$ cat src/rtl/cv32e40p_pkg.sv
// Shared types and constants for the register-file parity scrubber and its error log.
package cv32e40p_pkg;

    typedef enum logic [1:0] {
        ERR_SRC_SCRUB = 2'd0,
        ERR_SRC_A     = 2'd1,
        ERR_SRC_B     = 2'd2,
        ERR_SRC_C     = 2'd3
    } rf_err_src_e;

    typedef enum logic [1:0] {
        SCRUB_IDLE   = 2'd0,
        SCRUB_WAIT   = 2'd1,
        SCRUB_ACTIVE = 2'd2
    } rf_scrub_state_e;

    localparam int RF_SCRUB_FIRST = 1;
    localparam int RF_INT_LAST    = 31;
    localparam int RF_FP_LAST     = 63;

endpackage

$ cat src/rtl/cv32e40p_rf_err_log.sv
// Parity error log: first-error capture with fixed source priority, saturating count, one-cycle alarm.
module cv32e40p_rf_err_log
    import cv32e40p_pkg::*;
#(
    parameter int ADDR_WIDTH = 6,
    parameter int CNT_WIDTH  = 8
) (
    input  logic                  clk,
    input  logic                  rst_n,
    input  logic                  clear,
    input  logic                  err_a,
    input  logic                  err_b,
    input  logic                  err_c,
    input  logic                  err_s,
    input  logic [ADDR_WIDTH-1:0] addr_a,
    input  logic [ADDR_WIDTH-1:0] addr_b,
    input  logic [ADDR_WIDTH-1:0] addr_c,
    input  logic [ADDR_WIDTH-1:0] addr_s,
    output logic                  alarm,
    output logic                  err_valid,
    output logic [ADDR_WIDTH-1:0] err_addr,
    output logic [1:0]            err_src,
    output logic [CNT_WIDTH-1:0]  err_cnt
);

    logic                  any_err;
    logic [ADDR_WIDTH-1:0] cap_addr;
    rf_err_src_e           cap_src;

    assign any_err = err_a | err_b | err_c | err_s;

    always_comb begin
        cap_addr = addr_s;
        cap_src  = ERR_SRC_SCRUB;
        if (err_a) begin
            cap_addr = addr_a;
            cap_src  = ERR_SRC_A;
        end else if (err_b) begin
            cap_addr = addr_b;
            cap_src  = ERR_SRC_B;
        end else if (err_c) begin
            cap_addr = addr_c;
            cap_src  = ERR_SRC_C;
        end
    end

    // A clear coinciding with a new error restarts the log with that error.
    always_ff @(posedge clk or negedge rst_n) begin
        if (!rst_n) begin
            alarm     <= 1'b0;
            err_valid <= 1'b0;
            err_addr  <= '0;
            err_src   <= '0;
            err_cnt   <= '0;
        end else begin
            alarm <= any_err;
            if (clear) begin
                err_valid <= any_err;
                err_addr  <= any_err ? cap_addr : '0;
                err_src   <= any_err ? cap_src : '0;
                err_cnt   <= any_err ? CNT_WIDTH'(1) : '0;
            end else if (any_err) begin
                if (err_cnt != '1) begin
                    err_cnt <= err_cnt + 1'b1;
                end
                if (!err_valid) begin
                    err_valid <= 1'b1;
                    err_addr  <= cap_addr;
                    err_src   <= cap_src;
                end
            end
        end
    end

endmodule

$ cat src/rtl/cv32e40p_rf_scrub_ctrl.sv
// Background register-file parity scrubber on idle port-C cycles, plus port A/B/C parity monitor.
// state        | meaning
// SCRUB_IDLE   | scrubbing disabled, pointer parked at first register
// SCRUB_WAIT   | counting idle cycles until the next scrub read
// SCRUB_ACTIVE | scrub read pending; issued on the first cycle the core leaves port C free
module cv32e40p_rf_scrub_ctrl
    import cv32e40p_pkg::*;
#(
    parameter int ADDR_WIDTH     = 6,
    parameter int FPU            = 0,
    parameter int ZFINX          = 0,
    parameter int SCRUB_INTERVAL = 16,
    parameter int ERR_CNT_WIDTH  = 8
) (
    input  logic                     clk,
    input  logic                     rst_n,
    input  logic                     scrub_en_i,
    input  logic                     clear_i,
    input  logic [ADDR_WIDTH-1:0]    core_raddr_c_i,
    input  logic                     core_rd_c_req_i,
    input  logic                     core_rd_a_req_i,
    input  logic                     core_rd_b_req_i,
    input  logic [ADDR_WIDTH-1:0]    core_raddr_a_i,
    input  logic [ADDR_WIDTH-1:0]    core_raddr_b_i,
    output logic [ADDR_WIDTH-1:0]    rf_raddr_c_o,
    input  logic [2:0]               rf_par_ok_i,
    output logic                     scrub_busy_o,
    output logic                     sweep_done_o,
    output logic                     alarm_o,
    output logic                     err_valid_o,
    output logic [ADDR_WIDTH-1:0]    err_addr_o,
    output logic [1:0]               err_src_o,
    output logic [ERR_CNT_WIDTH-1:0] err_cnt_o
);

    localparam int LAST = (FPU != 0 && ZFINX == 0) ? RF_FP_LAST : RF_INT_LAST;
    localparam logic [ADDR_WIDTH-1:0] FIRST_ADDR = ADDR_WIDTH'(RF_SCRUB_FIRST);
    localparam logic [ADDR_WIDTH-1:0] LAST_ADDR  = ADDR_WIDTH'(LAST);
    localparam int CNT_W = (SCRUB_INTERVAL > 1) ? $clog2(SCRUB_INTERVAL) : 1;
    localparam logic [CNT_W-1:0] RELOAD = CNT_W'(SCRUB_INTERVAL - 1);

    rf_scrub_state_e       state, state_next;
    logic [ADDR_WIDTH-1:0] ptr, ptr_next;
    logic [CNT_W-1:0]      cnt, cnt_next;

    always_ff @(posedge clk or negedge rst_n) begin
        if (!rst_n) begin
            state <= SCRUB_IDLE;
        end else begin
            state <= state_next;
        end
    end

    always_ff @(posedge clk or negedge rst_n) begin
        if (!rst_n) begin
            ptr <= FIRST_ADDR;
            cnt <= '0;
        end else begin
            ptr <= ptr_next;
            cnt <= cnt_next;
        end
    end

    // Disabling scrubbing wins over everything; a grant in that same cycle is still checked.
    always_comb begin
        state_next = state;
        ptr_next   = ptr;
        cnt_next   = cnt;
        if (!scrub_en_i) begin
            state_next = SCRUB_IDLE;
            ptr_next   = FIRST_ADDR;
        end else begin
            case (state)
                SCRUB_IDLE: begin
                    state_next = SCRUB_WAIT;
                    cnt_next   = RELOAD;
                end
                SCRUB_WAIT: begin
                    if (cnt == '0) begin
                        state_next = SCRUB_ACTIVE;
                    end else begin
                        cnt_next = cnt - 1'b1;
                    end
                end
                SCRUB_ACTIVE: begin
                    if (!core_rd_c_req_i) begin
                        state_next = SCRUB_WAIT;
                        cnt_next   = RELOAD;
                        ptr_next   = (ptr == LAST_ADDR) ? FIRST_ADDR : ptr + 1'b1;
                    end
                end
                default: state_next = SCRUB_IDLE;
            endcase
        end
    end

    always_comb begin
        scrub_busy_o = (state == SCRUB_ACTIVE) && !core_rd_c_req_i;
        rf_raddr_c_o = scrub_busy_o ? ptr : core_raddr_c_i;
        sweep_done_o = scrub_busy_o && (ptr == LAST_ADDR);
    end

    logic err_a, err_b, err_c, err_s;

    assign err_a = core_rd_a_req_i & ~rf_par_ok_i[0];
    assign err_b = core_rd_b_req_i & ~rf_par_ok_i[1];
    assign err_c = core_rd_c_req_i & ~rf_par_ok_i[2];
    assign err_s = scrub_busy_o    & ~rf_par_ok_i[2];

    cv32e40p_rf_err_log #(
        .ADDR_WIDTH(ADDR_WIDTH),
        .CNT_WIDTH (ERR_CNT_WIDTH)
    ) u_err_log (
        .clk      (clk),
        .rst_n    (rst_n),
        .clear    (clear_i),
        .err_a    (err_a),
        .err_b    (err_b),
        .err_c    (err_c),
        .err_s    (err_s),
        .addr_a   (core_raddr_a_i),
        .addr_b   (core_raddr_b_i),
        .addr_c   (core_raddr_c_i),
        .addr_s   (ptr),
        .alarm    (alarm_o),
        .err_valid(err_valid_o),
        .err_addr (err_addr_o),
        .err_src  (err_src_o),
        .err_cnt  (err_cnt_o)
    );

endmodule
$ cat config.mk
export PLATFORM = sky130hd
export DESIGN_NAME = cv32e40p_rf_scrub_ctrl
export DESIGN_NICKNAME = d
export VERILOG_FILES = /design/src/rtl/cv32e40p_pkg.sv /design/src/rtl/cv32e40p_rf_err_log.sv /design/src/rtl/cv32e40p_rf_scrub_ctrl.sv
export SDC_FILE = /design/constraint.sdc
export NUM_CORES = 1
export LEC_CHECK = 0
export ABC_AREA = 1
export CORE_UTILIZATION = 35
export DETAILED_ROUTE_END_ITERATION = 8
export HOLD_SLACK_MARGIN = 0.12
export PLACE_DENSITY = 0.64
export SLEW_MARGIN = 10
export SYNTH_ARGS = -nofsm -noshare
export SYNTH_HDL_FRONTEND = slang
export SYNTH_SLANG_ARGS = --single-unit
$ cat constraint.sdc
create_clock -name clk -period 1.4 [get_ports clk]
set_input_delay 0.28 -clock clk [delete_from_list [all_inputs] [get_ports clk]]
set_output_delay 0.28 -clock clk [all_outputs]
set_load 0.03 [all_outputs]
==> flow_summary.ini <==
[run_status]
status = complete, but fails checks
violations = setup timing

[worst_setup_path]
startpoint_type = flip-flop
critPathCaptureType = output pin
cp_max_fo = 13
ff2ff_setup_slack_ns = -0.09
worstPathArrival_ns = 1.44
path_class = reg -> out
required_ns = 1.12

[floorplan]
start_util_pct = 36.8
fp.dieW_um = 75.5
row_count = 26
core_sq_um = 5140
die_h_um = 75.5
die_area_sq_um = 5700
pin_count = 54

[global_route]
grt_use_total_pct = 18.8
grt-ovfl-total = 0
grt_pass1_vias = 1824
grt_antenna_before_repair = 0
grt_pass1_wl_um = 8070
grt_max_degree = 31

[sta]
finalMaxSlewViolations = 0
tns_ns = -2.63
fin_crit_sh_pct = 123
hold-worst-slack_ns = 0.359
fin_crit_ns = 1.72
slew_headroom_pct = 79.6
hold_viol = 0
grt_setup_unrepaired = true
setup_violations = 12
max_clock_freq_ghz = 0.581
tightest_slew_ns = 0.308
timing.clock.skew_ns = 0.00694
setup_ws_ns = -0.320

[final_layout]
syn_to_final_growth_pct = 66.4
layout-drive-gt1-share_pct = 33.8
fillCellCount = 524
antenna_cells = 0
final_nets = 400

[logic_synthesis]
syn_area_sq_um = 1890
synthCells = 264
yosysWarnings = 0
syn_avg_cell_area_sq_um = 7.16
synth_seq_cells = 30
synth_nets = 295
synth.distinct_cells = 27
synth.yosys.seq_area_share_pct = 39.8

[clocking]
clock-sinks = 30
cts_tree = yes
root_buffer = clkbuf_8
clk_pin_slew_ns = 0.06
clock_path_buffers = 2
cts_buffers = 5
clk_latency_ns = 0.28
htree_levels = 2

[detailed_routing]
drt_wl_total_um = 5120
antenna_left = 0
drc = 0
wl_per_cell_um = 11.6
drtIter0Drc = 89
vias = 2056
vias_per_cell = 4.67
dr.pass1.iters = 4

[min_path]
worstHoldPathType = in -> async

[pwr]
p_leak_nw = 1.56
peakVddDrop_mv = 0.358
p_per_area_nw_per_um2 = 779

[place]
dp_hpwl_um = 3810
gp_congestion = 0.799
place_ws_ns = -0.498
numPortBuffers = 53

[job]
max_cap_viol_count = 0
-- path summary, 6_finish.rpt --
check                      depth (start not counted)                     to                   from
max in group asynchronous                          2                 ptr[0]                  rst_n
max reg2reg                                        9                 ptr[4]                 ptr[0]
min                                                2                 cnt[1]                  rst_n
max                                                5        rf_raddr_c_o[0]               state[1]
min reg2reg                                        2  u_err_log.err_addr[3]  u_err_log.err_addr[3]
min in group clk                                   2  u_err_log.err_addr[3]  u_err_log.err_addr[3]
-- worst max-delay path: stages (launching register included) --
cell and delay (ns):
dfrtp_1 0.37, inv_2 0.07, nor3_4 0.27, inv_6 0.13
o21ai_4 0.15, buf_4 0.17
-- area by class of cell --
cell class | count | area, sq um | share of cell area [%]
Multi-Input combinational cell | 201 | 1210 | 38.4
Timing Repair Buffer | 100 | 892 | 28.3
Sequential cell | 30 | 757 | 24.1
Inverter | 31 | 121 | 3.86
Tap cell | 70 | 87.6 | 2.78
Clock buffer | 8 | 80.1 | 2.54
-- kinds of logic after synthesis --
kind of cell | Yosys count | synth area share [%]
adder cells (fa/ha/maj) | 3 | 1.99
AO/OA/AOI/OAI | 30 | 8.67
AND/OR/NAND/NOR | 166 | 41.5
flip-flops | 30 | 39.8
buffers and inverters | 34 | 7.61
XOR/XNOR | 1 | 0.463
-- state kept, by name, indices dropped and copies added, names as in the netlist --
register	count
u_err_log.err_src	2
u_err_log.err_cnt	8
state	2
u_err_log.err_valid	1
u_err_log.err_addr	6
cnt	4
ptr	6
u_err_log.alarm	1
-- per-layer routing --
metal  vias to the layer above  GRT usage (%)  routed length (um)
li1                       1065              -                   -
met1                       947           24.6                2250
met3                         5           2.91                 193
met5                         -              0                   0
met2                        39           31.3                2630
met4                         0           7.00                  52
-- through the flow --
step / cell area, sq um / power (W) / util, % / instances
final: 3150 / 0.00245 / 61.2 / 440
after global routing: 3150 / 0.00260 / 61.2 / 440
after CTS: 2980 / 0.00243 / 57.9 / 435
after detailed placement: 2830 / 0.00178 / 55.0 / 423
after global placement: 2830 / 0.00177 / 55.0 / 423
after floorplan: 1960 / 0.00142 / - / 264
-- synthesized netlist by cell type --
cell	number	area (sq um)
a21oi_1	5	25.0
a21oi_2	1	8.76
buf_2	1	5.00
buf_6	2	22.5
dfrtp_1	29	726
dfstp_2	1	26.3
ha_1	3	37.5
inv_1	24	90.1
inv_2	7	26.3
nand2_1	87	327
nand2_2	7	43.8
nand2_4	3	33.8
nand3_1	36	180
nand3_2	1	10.0
nand3_4	1	17.5
nand4_1	3	18.8
nor2_1	17	63.8
nor2_2	2	12.5
nor2_8	1	20.0
nor3_1	2	10.0
nor3_4	1	16.3
o211ai_1	1	7.51
o21ai_0	15	75.1
o21ai_1	6	30.0
o21ai_2	2	17.5
or2_2	5	31.3
xor2_1	1	8.76
-- placed cells by master (no fill, tap or decap), types with 5 or more instances in the layout --
cell,n
inv_2,7
nand3_1,34
a21oi_1,5
nor2_1,14
buf_6,7
clkdlybuf4s50_1,25
nand2_1,72
inv_1,23
o21ai_1,8
buf_4,47
dlygate4sd2_1,18
o21ai_0,8
nand2_2,19
dfrtp_1,25
clkbuf_8,5
-- repair_timing --
item                                    in CTS  in global routing
gates cloned                                 0                  1
hold buffers                                 0                  0
endpoints found under the setup margin      50                 32
gates resized for setup                     37                 29
buffers inserted                             4                  5
pin swaps                                    7                  9
-- power by group --
part           internal, W  switching [W]  total (W)
Combinational     0.000339       0.000454   0.000793
Sequential        0.000950      0.0000447   0.000995
Clock             0.000353       0.000312   0.000665
Note: power is estimated with default switching activity, not from simulation.
